## config.mk

```make
export PLATFORM = sky130hd
export DESIGN_NAME = mem_access_unit
export DESIGN_NICKNAME = d
export VERILOG_FILES = /design/src/rtl/mem_access_unit.sv
export SDC_FILE = /design/constraint.sdc
export NUM_CORES = 1
export LEC_CHECK = 0
export CAP_MARGIN = 40
export CORE_MARGIN = 1
export CORE_UTILIZATION = 46
export CTS_CLUSTER_SIZE = 25
export DETAILED_ROUTE_END_ITERATION = 8
export PLACE_DENSITY_LB_ADDON = 0.3
export SLEW_MARGIN = 0
export SYNTH_ARGS = -nofsm -noshare
export SYNTH_HDL_FRONTEND = slang
export SYNTH_SLANG_ARGS = --single-unit
```

## constraint.sdc

```tcl
create_clock -name clk -period 2.5 [get_ports clk]
set_clock_uncertainty 0.1 [all_clocks]
set_input_delay 0.375 -clock clk [delete_from_list [all_inputs] [get_ports clk]]
set_output_delay 0.375 -clock clk [all_outputs]
set_load 0.01 [all_outputs]
```

## src/rtl/mem_access_unit.sv

```systemverilog
// mem_access_unit: MEM-stage load/store unit between the pipeline and a
// single-port data memory. It takes one request at a time, drives one memory
// access (byte lanes and replicated store data), then holds the extended load
// result until write-back accepts it.
//
// Handshakes: a transfer happens on a rising edge where valid and ready are
// both high. The request side is ready only in IDLE. The response side holds
// resp_valid and its payload steady until resp_ready is sampled high. The
// memory side has no ready: dmem_en and its payload stay steady until a cycle
// with dmem_ack high.
//
// Build option: define MISALIGN_EXC_EN to report misaligned requests through
// resp_exc without touching memory. Without it, misaligned addresses are
// rounded down to the access size and the access proceeds.
module mem_access_unit (
  input  logic        clk,
  input  logic        rst_n,
  input  logic        req_valid,
  output logic        req_ready,
  input  logic        req_we,
  input  logic [1:0]  req_size,
  input  logic        req_signed,
  input  logic [31:0] req_addr,
  input  logic [31:0] req_wdata,
  output logic        dmem_en,
  output logic [3:0]  dmem_be,
  output logic [31:0] dmem_addr,
  output logic [31:0] dmem_wdata,
  input  logic [31:0] dmem_rdata,
  input  logic        dmem_ack,
  output logic        resp_valid,
  input  logic        resp_ready,
  output logic [31:0] resp_rdata,
  output logic        resp_exc
);

`ifdef MISALIGN_EXC_EN
  localparam logic ExcEnable = 1'b1;
`else
  localparam logic ExcEnable = 1'b0;
`endif

  typedef enum logic [1:0] {
    IDLE   = 2'd0,
    ACCESS = 2'd1,
    RESP   = 2'd2
  } stateT;

  stateT state, stateNext;

  // Captured request and result.
  logic        weR;
  logic [1:0]  sizeR;
  logic        signedR;
  logic [1:0]  offR;
  logic [3:0]  beR;
  logic [31:0] addrR;
  logic [31:0] wdataR;
  logic [31:0] rdataR;
  logic        excR;

  // Decoded view of the incoming request.
  logic [1:0]  sizeN;
  logic        misaligned;
  logic        takeExc;
  logic [1:0]  offN;
  logic [3:0]  beN;
  logic [31:0] wdataN;

  // Extracted load value.
  logic [7:0]  byteSel;
  logic [15:0] halfSel;
  logic [31:0] loadData;

  // Decode the request: size 11 acts as word, the offset is rounded down to
  // the access size, and byte lanes/store data follow the rounded offset.
  always_comb begin
    sizeN      = (req_size == 2'b11) ? 2'b10 : req_size;
    misaligned = 1'b0;
    offN       = req_addr[1:0];
    beN        = 4'b1111;
    wdataN     = req_wdata;
    case (sizeN)
      2'b00: begin
        offN   = req_addr[1:0];
        beN    = 4'b0001 << req_addr[1:0];
        wdataN = {4{req_wdata[7:0]}};
      end
      2'b01: begin
        misaligned = req_addr[0];
        offN       = {req_addr[1], 1'b0};
        beN        = 4'b0011 << {req_addr[1], 1'b0};
        wdataN     = {2{req_wdata[15:0]}};
      end
      default: begin
        misaligned = |req_addr[1:0];
        offN       = 2'b00;
        beN        = 4'b1111;
        wdataN     = req_wdata;
      end
    endcase
    takeExc = ExcEnable & misaligned;
  end

  // Pick the addressed byte or half out of the read word and extend it.
  always_comb begin
    byteSel  = dmem_rdata[{offR, 3'b000} +: 8];
    halfSel  = dmem_rdata[{offR[1], 4'b0000} +: 16];
    loadData = dmem_rdata;
    case (sizeR)
      2'b00:   loadData = {{24{signedR & byteSel[7]}}, byteSel};
      2'b01:   loadData = {{16{signedR & halfSel[15]}}, halfSel};
      default: loadData = dmem_rdata;
    endcase
  end

  // State register; reset aborts any access in flight.
  always_ff @(posedge clk or negedge rst_n) begin
    if (!rst_n) state <= IDLE;
    else        state <= stateNext;
  end

  // Next state: accept in IDLE, wait for ack in ACCESS, wait for WB in RESP.
  always_comb begin
    stateNext = state;
    case (state)
      IDLE:    if (req_valid) stateNext = takeExc ? RESP : ACCESS;
      ACCESS:  if (dmem_ack) stateNext = RESP;
      RESP:    if (resp_ready) stateNext = IDLE;
      default: stateNext = IDLE;
    endcase
  end

  // Capture the request on acceptance and the result on the ack edge.
  always_ff @(posedge clk or negedge rst_n) begin
    if (!rst_n) begin
      weR     <= 1'b0;
      sizeR   <= 2'b00;
      signedR <= 1'b0;
      offR    <= 2'b00;
      beR     <= 4'b0000;
      addrR   <= 32'd0;
      wdataR  <= 32'd0;
      rdataR  <= 32'd0;
      excR    <= 1'b0;
    end else if (state == IDLE && req_valid) begin
      weR     <= req_we;
      sizeR   <= sizeN;
      signedR <= req_signed;
      offR    <= offN;
      beR     <= req_we ? beN : 4'b0000;
      addrR   <= {req_addr[31:2], 2'b00};
      wdataR  <= wdataN;
      rdataR  <= 32'd0;
      excR    <= takeExc;
    end else if (state == ACCESS && dmem_ack) begin
      rdataR  <= weR ? 32'd0 : loadData;
    end
  end

  // Outputs follow the state; lanes are only enabled while accessing.
  always_comb begin
    req_ready  = (state == IDLE);
    dmem_en    = (state == ACCESS);
    dmem_be    = (state == ACCESS) ? beR : 4'b0000;
    dmem_addr  = addrR;
    dmem_wdata = wdataR;
    resp_valid = (state == RESP);
    resp_rdata = rdataR;
    resp_exc   = ExcEnable & excR;
  end

endmodule

```

==> flow_summary.ini <==
[run_status]
status = finished clean

[synthesis]
ys_seq_area_share_pct = 55.42
syn_inst = 519
syn_area_sq_um = 4786
synthXorXnorAreaFrac_pct = 0
ys_async_sr_fraction_pct = 100.0
synth_top_family_by_area = simple AND/OR/NAND/NOR gates
syn_area_per_cell_sq_um = 9.221
ys_warn_count = 0
yosysUniqueCellTypes = 28
synthAdderAreaFrac_pct = 0
synth_flop_cell = dfrtp_1
synth_seq_cells = 106
synthMuxAreaShare_pct = 6.902
synth-simple-area-share_pct = 18.90
synth_edf_count = 0
synth_compound_area_share_pct = 14.90

[layout]
antenna_cells = 0
area_growth_pct = 49.83
instances_no_fill = 853
drive_gt1_share_pct = 4.444
fin_nets = 820

[drt]
top_layer_used = met4
met1_length_microns = 5782
wl_met2_microns = 6682
vias = 4466
viasPerCell = 5.236
antenna_left = 0
dr.first_iter.drc_count = 257
drt_wl_total_microns = 13900
wire_per_inst_microns = 16.29
post-route-drc-count = 0
first_pass_iters = 5
wl_met3_microns = 990

[worst_setup_path]
critPathRequiredTime_ps = 2030
reg2reg_from = sizeR[1]
crit_path_start_kind = register
crit_arrival_ps = 1780
reg2reg_slack_ps = 590
worstSetupPathType = reg2out
worst_setup_path_end_kind = output port
crit_start = state[0]
path_max_fanout = 7

[global_route]
antenna_found_initial = 0
globalRouteOverflowTotal = 0
grt_pass1_vias = 4544
grt_max_degree = 68
track_usage_pct = 26.38
grt_pass1_wl_microns = 22830

[floorplan]
die_w_microns = 104
core-area_sq_um = 9910
rows = 36
num_io_pins = 209
start_util_pct = 48.30
die_area_sq_um = 10820
chipHeight_microns = 104

[cts]
h-tree-depth = 3
clk_path_buf_depth = 2
clockRootBuffer = clkbuf_8
path_clk_slew_ps = 100
clock_latency_ps = 370
clock-sinks = 106
tritoncts = built
cts_buffers = 9

[placement]
hpwl_microns = 10410
dp_cells = 836
gp_congestion = 0.9186
port_buffers = 205

[power_and_ir_drop]
vdd_drop_max_v = 0.0006903
p_total_mw = 7.846
powerDensity_nw_per_um2 = 1094
p_leak_nw = 3.206

[timing]
drv_slew = 0
rsz0062_at_grt = no
setup_viol = 0
slew_headroom_pct = 52.06
fin_crit_sh_pct = 90.24
setup_tns_ps = 0
worst_slew_pin_slew_ps = 717.6
fmax_ghz = 0.4433
hold_violations = 0
min_period_ps = 2256

[worst_hold_path]
hp-class = reg2reg
hold_path_startpoint = beR[3]

[run]
drv_cap = 0
## cells by family (layout without fill, tap and decap cells)
group | after synthesis | count (layout)
AND/OR/NAND/NOR | 220 | 220
buffers and inverters | 38 | 237
other | 1 | 3
AO/OA/AOI/OAI | 121 | 121
flip-flops | 106 | 106
multiplexers | 33 | 33
## Yosys cell counts (3+ instances only)
cell      count  area [sq um]
mux2i_1      33         330.3
o31ai_1       3         22.52
dfrtp_1     106          2653
o21ai_0      69         345.3
nand2_1     180         675.7
and2_1        5         31.28
inv_1         3         11.26
a221o_1      16         160.2
o21ai_1       3         15.01
a21oi_1      26         130.1
nand2b_1      6         37.54
or3_1         8         50.05
nor2_1       13         48.80
buf_2         7         35.03
buf_4         4         30.03
clkbuf_1     22         82.58
## layout make-up
class	instances	area, sq um
clock buffer	11	131.4
clock inverter	5	40.04
inverter	3	11.26
tap	133	166.4
fill	785	2739
timing repair buffer	218	2207
sequential	106	2653
multi-input combinational	377	1962
## worst max-delay path, stage by stage, from the launching register on
cell and delay, ps:
dfrtp_1 440, nor2b_4 260, and2_1 150, clkdlybuf4s50_1 580
## report_power, final
group	switching, mW	internal (mW)	total (mW)
registers	0.512	2.48	2.99
logic	1.85	2.05	3.90
clock network	0.593	0.369	0.962
total	2.95	4.90	7.85
## sequential cells by signal (all words and copies together) (netlist names)
name and count:
dmem_wdata 32, resp_rdata 32, dmem_addr 30, beR 4
offR 2, sizeR 2, state 2, signedR 1
weR 1
## layer usage
metal | vias up | global-route usage (%)
met5 | - | 0
met4 | 0 | 10.51
met3 | 29 | 6.892
met2 | 174 | 43.38
met1 | 2136 | 33.20
li1 | 2127 | -
## per-stage QoR
stage / hold WS (ps) / utilization [%] / area, sq um / setup slack, ps
after floorplan: -20.59 / - / 4793 / 838.6
final: 376.2 / 72.36 / 7171 / 244.0
after global routing: 411.5 / 72.36 / 7171 / 105.6
after global placement: 233.3 / 70.18 / 6954 / 368.1
after detailed placement: 241.4 / 70.53 / 6989 / 323.6
after CTS: 379.8 / 72.36 / 7171 / 216.4
## path summary, 6_finish.rpt
kind	to	cells after the start
max in group asynchronous	dmem_addr[5]	3
max	dmem_be[3]	3
min in group asynchronous	dmem_wdata[9]	2
min	beR[3]	2
min reg2reg	beR[3]	2
max reg2reg	resp_rdata[20]	4
## cells in the final DEF, fill, tap and decap left out, drive strengths merged
master	netlist	final
conb	1	3
nor3	1	1
clkbuf	22	11
clkinvlp	0	3
buf	13	13
mux2i	33	33
o31ai	3	3
nand3b	2	2
clkdlybuf4s50	0	204
nor2	14	14
inv	3	4
o2111a	1	1
a211oi	1	1
a221o	16	16
a21o	1	1
dlygate4sd3	0	1
o22ai	1	1
nor2b	3	3
and2	5	5
o21ai	72	72
nand2	180	180
clkinv	0	1
a21oi	26	26
or3	8	8
dfrtp	106	106
nand2b	6	6
and3b	1	1
## what timing repair did
action / in CTS / in global routing
buffers inserted: 0 / 0
gates resized for setup: 0 / 0
hold buffers: 1 / 0
hold endpoints to repair: 29 / 0
(Power assumes the default switching activity.)
